[src/rtl/mmio_uart_tx.sv]
// Memory-mapped 8N1 UART transmitter with byte FIFO,
// status/divisor registers and a registered TX line.
module mmio_uart_tx #(
  parameter int          DEPTH     = 8,
  parameter logic [15:0] DIV_RESET = 16'd16
) (
  input  logic        clk,
  input  logic        rst,
  input  logic        cs,
  input  logic        we,
  input  logic [1:0]  addr,
  input  logic [31:0] wdata,
  output logic [31:0] rdata,
  output logic        tx,
  output logic        irq_empty
);

  localparam int AW = $clog2(DEPTH);
  localparam logic [AW:0] FULLC = (AW+1)'(DEPTH);

  typedef enum logic [1:0] {
    S_IDLE,
    S_START,
    S_DATA,
    S_STOP
  } state_t;

  logic [7:0]    mem_q [DEPTH];
  logic [AW-1:0] wptr_q, wptr_d;
  logic [AW-1:0] rptr_q, rptr_d;
  logic [AW:0]   count_q, count_d;
  logic          ovf_q, ovf_d;
  logic [15:0]   div_q, div_d;
  state_t        state_q, state_d;
  logic [15:0]   cnt_q, cnt_d;
  logic [2:0]    idx_q, idx_d;
  logic [15:0]   bitlen_q, bitlen_d;
  logic [7:0]    shreg_q, shreg_d;
  logic          tx_q, tx_d;

  logic full, empty, busy, last;
  logic wr_tx, wr_st, wr_dv;
  logic push, pop, ovf_set;
  wire  unused_hi = &{1'b0, wdata[31:16]};

  assign full  = (count_q == FULLC);
  assign empty = (count_q == '0);
  assign busy  = (state_q != S_IDLE);
  assign last  = (cnt_q == bitlen_q - 16'd1);

  assign wr_tx = cs & we & (addr == 2'd0);
  assign wr_st = cs & we & (addr == 2'd1);
  assign wr_dv = cs & we & (addr == 2'd2);

  // Fullness uses the pre-edge count, so a same-edge pop never frees room.
  assign push    = wr_tx & ~full;
  assign ovf_set = wr_tx & full;

  always_comb begin
    state_d  = state_q;
    cnt_d    = cnt_q;
    idx_d    = idx_q;
    bitlen_d = bitlen_q;
    shreg_d  = shreg_q;
    tx_d     = tx_q;
    pop      = 1'b0;
    unique case (state_q)
      S_IDLE: begin
        tx_d = 1'b1;
        if (!empty) begin
          pop      = 1'b1;
          shreg_d  = mem_q[rptr_q];
          bitlen_d = div_q;
          cnt_d    = '0;
          state_d  = S_START;
          tx_d     = 1'b0;
        end
      end
      S_START: begin
        if (last) begin
          cnt_d   = '0;
          idx_d   = '0;
          state_d = S_DATA;
          tx_d    = shreg_q[0];
        end else begin
          cnt_d = cnt_q + 16'd1;
        end
      end
      S_DATA: begin
        if (last) begin
          cnt_d = '0;
          if (idx_q == 3'd7) begin
            state_d = S_STOP;
            tx_d    = 1'b1;
          end else begin
            idx_d = idx_q + 3'd1;
            tx_d  = shreg_q[idx_q + 3'd1];
          end
        end else begin
          cnt_d = cnt_q + 16'd1;
        end
      end
      S_STOP: begin
        if (last) begin
          cnt_d = '0;
          if (!empty) begin
            pop      = 1'b1;
            shreg_d  = mem_q[rptr_q];
            bitlen_d = div_q;
            state_d  = S_START;
            tx_d     = 1'b0;
          end else begin
            state_d = S_IDLE;
            tx_d    = 1'b1;
          end
        end else begin
          cnt_d = cnt_q + 16'd1;
        end
      end
      default: begin
        state_d = S_IDLE;
        tx_d    = 1'b1;
      end
    endcase
  end

  always_comb begin
    wptr_d  = push ? wptr_q + 1'b1 : wptr_q;
    rptr_d  = pop  ? rptr_q + 1'b1 : rptr_q;
    count_d = count_q;
    if (push && !pop) count_d = count_q + 1'b1;
    if (pop && !push) count_d = count_q - 1'b1;
    ovf_d = ovf_q;
    if (wr_st && wdata[3]) ovf_d = 1'b0;
    if (ovf_set) ovf_d = 1'b1;
    div_d = div_q;
    if (wr_dv) div_d = (wdata[15:0] == '0) ? 16'd1 : wdata[15:0];
  end

  always_ff @(posedge clk) begin
    if (!rst) begin
      wptr_q   <= '0;
      rptr_q   <= '0;
      count_q  <= '0;
      ovf_q    <= 1'b0;
      div_q    <= DIV_RESET;
      state_q  <= S_IDLE;
      cnt_q    <= '0;
      idx_q    <= '0;
      bitlen_q <= DIV_RESET;
      shreg_q  <= '0;
      tx_q     <= 1'b1;
    end else begin
      wptr_q   <= wptr_d;
      rptr_q   <= rptr_d;
      count_q  <= count_d;
      ovf_q    <= ovf_d;
      div_q    <= div_d;
      state_q  <= state_d;
      cnt_q    <= cnt_d;
      idx_q    <= idx_d;
      bitlen_q <= bitlen_d;
      shreg_q  <= shreg_d;
      tx_q     <= tx_d;
    end
  end

  always_ff @(posedge clk) begin
    if (push) mem_q[wptr_q] <= wdata[7:0];
  end

  always_comb begin
    rdata = '0;
    if (cs) begin
      unique case (addr)
        2'd1: rdata = {16'b0, 8'(count_q), 4'b0,
                       ovf_q, busy, empty, full};
        2'd2: rdata = {16'b0, div_q};
        default: rdata = '0;
      endcase
    end
  end

  assign tx        = tx_q;
  assign irq_empty = empty & ~busy;

endmodule

[config.mk]
export PLATFORM = sky130hd
export DESIGN_NAME = mmio_uart_tx
export DESIGN_NICKNAME = d
export VERILOG_FILES = /design/src/rtl/mmio_uart_tx.sv
export SDC_FILE = /design/constraint.sdc
export NUM_CORES = 1
export LEC_CHECK = 0
export ABC_CLOCK_PERIOD_IN_PS = 4730
export CAP_MARGIN = 5
export CORE_MARGIN = 8
export CORE_UTILIZATION = 44
export CTS_CLUSTER_SIZE = 40
export DETAILED_ROUTE_END_ITERATION = 12
export PLACE_DENSITY_LB_ADDON = 0.2
export REMOVE_ABC_BUFFERS = 1
export SKIP_CTS_REPAIR_TIMING = 1
export SYNTH_ARGS = -nofsm -noshare
export SYNTH_HDL_FRONTEND = slang
export SYNTH_SLANG_ARGS = --single-unit
[constraint.sdc]
create_clock -name clk -period 4.73 [get_ports clk]
set_input_delay 0.473 -clock clk [delete_from_list [all_inputs] [get_ports clk]]
set_output_delay 0.473 -clock clk [all_outputs]
set_load 0.01 [all_outputs]
==> Word level (Yosys, flattened, before mapping) <==
Memories as Yosys holds them, arrays and structs flattened. A register that Yosys moved wholly into a read port is not among the register bits.
Index checks and enable logic that the tools add are counted.
{ "totals": {"reg_bits": 73, "ramBits": 64, "input_bits": 38, "n_memories": 1} }
{ "classes": {"addsub": 7, "magnitude_cmp": 1, "n_eq_ne": 14, "mux": 42, "bitwise_logic": 9, "n_reduce_logical": 19} }
{ "memory_table": {"columns": ["memory", "words", "word_bits", "read_ports", "rd_ports_with_merged_regs", "wr", "line_no", "rtl"], "rows": [
  ["mem_q", 8, 8, 1, 1, 1, "28", "logic [7:0] mem_q [DEPTH];"]
]} }
{ "ops": {"columns": ["cell", "count"], "rows": [
  ["16-bit 2-to-1 mux", 6],
  ["16-bit case mux with 2 select lines", 3],
  ["16-bit by 1-bit adder with 16-bit output (second input constant)", 1],
  ["16-bit equality test", 1],
  ["16-bit zero test", 1],
  ["8-bit 2-to-1 mux", 2],
  ["8-bit case mux with 2 select lines", 1],
  ["16-bit by 1-bit subtractor with 16-bit output (second input constant)", 1],
  ["3-bit 2-to-1 mux", 5],
  ["1-bit 2-to-1 mux", 13],
  ["2-bit inequality test (second input constant)", 6],
  ["2-bit 2-to-1 mux", 5],
  ["2-bit nonzero test", 5],
  ["3-bit by 1-bit adder with 3-bit output (second input constant)", 3],
  ["4-bit 2-to-1 mux", 2],
  ["2-bit case mux with 4 select lines", 1],
  ["1-bit AND", 7],
  ["2-bit equality test (second input constant)", 3],
  ["3-bit case mux with 2 select lines", 1],
  ["5-bit AND reduction", 1],
  ["4-bit by 1-bit adder with 4-bit output (second input constant)", 1],
  ["2-bit by 1-bit equality test with 1-bit output (second input constant)", 2],
  ["4-bit equality test (second input constant)", 1],
  ["2-bit zero test", 2],
  ["14 further kinds", 18]
]} }

==> Depth between registers and ports, before layout <==
{ "logic_depth": {"depth_word": 8, "mapped_depth": 15, "mapped_depth_nobuf": 15} }

==> Least setup slack after synthesis <==
Ideal clock, no wire load.
{ "synth_timing": {"kind": "reg-to-reg", "from": "register bitlen_q[0]", "to": "register count_q[2]", "setup_ps": 76, "t_arrival_ps": 3542, "t_required_ps": 4654, "setup_slack_ps": 1112, "stages_incl_launch_ff": 16, "synth_period_minus_slack_ps": 3618, "path_cell_list": "dfxtp_1 inv_1 ha_1 nor3b_1 nand4_1 xnor2_1 or4_1 nor2_1 a22o_1 ha_1 xor2_1 ha_1 a21oi_1 xor2_1 or3_1 a21boi_0"} }
{ "synth_between": {"elab_chain_len": 7, "word_cells_on_any_way": 9} }
{ "synth_lines": {"columns": ["item", "line_no", "rtl"], "rows": [
  ["start: declaration", "37", "logic [15:0] bitlen_q, bitlen_d;"],
  ["start signal: assignment", "162", "bitlen_q <= bitlen_d;"],
  ["16-bit by 1-bit subtractor with 16-bit output *", "49", "assign last = (cnt_q == bitlen_q - 16'd1);"],
  ["16-bit equality test *", "49", null],
  ["1-bit 2-to-1 mux *", "104", "if (last) begin"],
  ["1-bit case mux with 2 select lines *", "67", "unique case (state_q)"],
  ["net pop", "43", "logic push, pop, ovf_set;"],
  ["1-bit zero test", "131", "if (push && !pop) count_d = count_q + 1'b1;"],
  ["1-bit logical AND", "131", null],
  ["2-bit nonzero test (no source line)", null, null],
  ["end signal: assignment", "156", "count_q <= count_d;"],
  ["end: declaration", "31", "logic [AW:0] count_q, count_d;"]
]} }
The timed path passes the listed nets; every way through them passes the cells marked *.
A chain may end at the register's enable or synchronous reset.

==> Final worst setup path <==
Same ends and word-level chain as after synthesis.

==> results.sh <==
export IMPL_setup_tns_ps=0
export IMPL_clock_path_buffers=2
export IMPL_vias_per_cell=5.53
export IMPL_relSlewSlack_pct=28.0
export IMPL_place_inst=885
export IMPL_yosysMostFrequentCell="nand2_1"
export IMPL_fp_dieW_um=142
export IMPL_yosysWarnings=0
export IMPL_synthTopCellsByCount="nand2_1, dfxtp_1, edfxtp_1, nand3_1, mux2i_1"
export IMPL_diodes=0
export IMPL_fillers=1401
export IMPL_h_tree_depth=4
export IMPL_path_clk_slew_ps=60
export IMPL_areaGrowthSynthToFinish_pct=14.9
export IMPL_hold_viol=0
export IMPL_tightestPinTransition_ps=1080
export IMPL_grt_usage_pct=16.0
export IMPL_post_route_min_period_ps=4090
export IMPL_r2r_cells=15
export IMPL_cts_root_buffer="clkbuf_16"
export IMPL_seqCellArea_sq_um=3440
export IMPL_start_util_pct=44.6
export IMPL_drive_gt1_share_pct=11.3
export IMPL_ys_ff_latch=140
export IMPL_numCtsBuffers=17
export IMPL_avgSynthCellArea_sq_um=10.7
export IMPL_vdd_drop_max_v=0.000341
export IMPL_insertion_delay_ps=420
export IMPL_p_leak_nw=2.83
export IMPL_synthFlopType="dfxtp_1"
export IMPL_syn_inst=656
export IMPL_die_height_um=142
export IMPL_startpoint_type="flop"
export IMPL_ff2ff_setup_slack_ps=640
export IMPL_regToRegStartpoint="bitlen_q[0]"
export IMPL_grt_pass1_vias=4796
export IMPL_setup_viol=0
export IMPL_crit_end="count_q[2]"
export IMPL_status="finished, final reports clean"
export IMPL_holdPathStages=2
export IMPL_antenna_found_initial=0
export IMPL_critical_path_class="flop to flop"
export IMPL_layout_nets=743
export IMPL_drc=0
export IMPL_grt_pass1_wl_um=25600
export IMPL_async_reset_ff_share_pct=0
export IMPL_antenna_left=0
export IMPL_placementRows=46
export IMPL_critPathLaunch="bitlen_q[0]"
export IMPL_finalNonFillerCells=917
export IMPL_io_pins=72
export IMPL_crit_required_ps=5080
export IMPL_clock_sinks=140
export IMPL_first_pass_iters=4
export IMPL_skew_ps=10.2
export IMPL_grt_max_degree=47
export IMPL_place_congestion=0.926
export IMPL_dr_first_iter_drc_count=342
export IMPL_drt_wirelength_per_cell_um=17.4
export IMPL_port_buffers=39
export IMPL_syn_area_sq_um=7040
export IMPL_hold_path_class="flop to flop"
export IMPL_coreArea_sq_um=15800
export IMPL_vias=5071
export IMPL_drv_slew=0
export IMPL_dp_hpwl_um=11300
export IMPL_r2r_end="count_q[2]"
export IMPL_rsz0062_at_grt="no"
export IMPL_min_period_over_period_pct=86.4
export IMPL_arrival_ps=4440
export IMPL_maxCapViolations=0
export IMPL_fmax_ghz=0.245
export IMPL_wirelength_um=15900
export IMPL_critPathMaxFanout=7
export IMPL_multiInputGateArea_sq_um=3270
export IMPL_yosys_area_top_type="edfxtp_1"
export IMPL_crit_path_end_kind="flop"
export IMPL_synth_edf_count=64
export IMPL_yosysUniqueCellTypes=76
export IMPL_grt_overflow=0
export IMPL_synth_seq_area_share_pct=48.9
export IMPL_p_per_area_nw_per_um2=481
export IMPL_synth_top_cell_area_share_pct=27.3
export IMPL_synth_area_leaders="edfxtp_1, dfxtp_1, mux4_2"
export IMPL_die_area_sq_um=20300
export IMPL_cts_tree="yes"
-- report_power, final --
group	internal (W)	switching, W
Combinational	0.000517	0.000611
Sequential	0.00135	0.000131
Clock	0.000732	0.000541
-- cell type report --
| class | instances | area share, % |
|---|---|---|
| inverters | 20 | 0.928 |
| repair buffers | 49 | 5.69 |
| flip-flops and latches | 140 | 42.6 |
| clock inverters | 14 | 1.67 |
| well taps | 216 | 3.34 |
| clock buffers | 18 | 5.31 |
| multi-input cells | 460 | 40.5 |
-- placed cells by master, fill, tap and decap left out, types with 17 or more instances in the layout --
cell type and n:
dfxtp_1 76, nand3_1 40, a21boi_0 18, mux2i_1 34
nor2_1 22, clkbuf_16 17, ha_1 17, edfxtp_1 64
nand2_1 98, inv_1 20, mux4_2 18, clkdlybuf4s50_1 38
-- per-stage QoR --
step	hold slack (ps)	area [sq um]	worst slack, ps	util, %	total power [W]
floorplan	442	6790	1100	-	0.00228
global placement	450	7520	792	47.7	0.00260
detailed placement	463	7520	734	47.7	0.00263
CTS	476	8090	692	51.3	0.00390
global route	491	8090	363	51.3	0.00409
finish	472	8090	643	51.3	0.00389
-- critical path: stages (launching register included) --
cell,delay (ps)
dfxtp_1,380
inv_1,90
ha_1,290
nor3b_1,530
nand4_1,190
xnor2_1,210
or4_1,580
nor2_1,120
a22o_1,230
ha_1,340
xor2_1,190
ha_1,160
a21oi_1,50
xor2_1,170
or3_1,320
a21boi_0,150
-- worst min path at each step --
stage	startpoint	to	slack [ps]
after floorplan	idx_q[1]	idx_q[1]	440
after CTS	idx_q[2]	idx_q[2]	480
final	idx_q[1]	idx_q[1]	470
after global placement	idx_q[2]	idx_q[2]	450
after global routing	idx_q[1]	idx_q[1]	490
after detailed placement	idx_q[2]	idx_q[2]	460
-- cells by family (layout without fill, tap and decap cells) --
| logic type | after synthesis | after routing | share of synthesized area [%] |
|---|---|---|---|
| and+or+nand+nor | 243 | 243 | 17.3 |
| DFF | 140 | 140 | 48.9 |
| AOI/OAI and AO/OA | 105 | 105 | 11.3 |
| buffers and inverters | 71 | 101 | 5.37 |
| muxes | 53 | 53 | 10.8 |
| xor gates and xnor gates | 26 | 26 | 3.23 |
| adders and majority gates | 17 | 17 | 3.02 |
| other | 1 | 16 | 0.0533 |
-- per-layer routing --
layer / part of all wire (%) / GRT usage, % / up-vias
met5: 0 / 0 / -
met4: 1.3 / 5.20 / 0
met3: 4.4 / 3.79 / 21
li1: - / - / 2455
met2: 47 / 25.1 / 126
met1: 47 / 21.3 / 2469
-- state kept, by name, summed over array words and instances (netlist names), named ones only --
name / cells
wptr_q: 3
bitlen_q: 16
cnt_q: 16
shreg_q: 8
tx: 1
mem_q: 64
ovf_q: 1
idx_q: 3
count_q: 4
rptr_q: 3
div_q: 16
state_q: 2
Power figures use the tool's default switching activity.
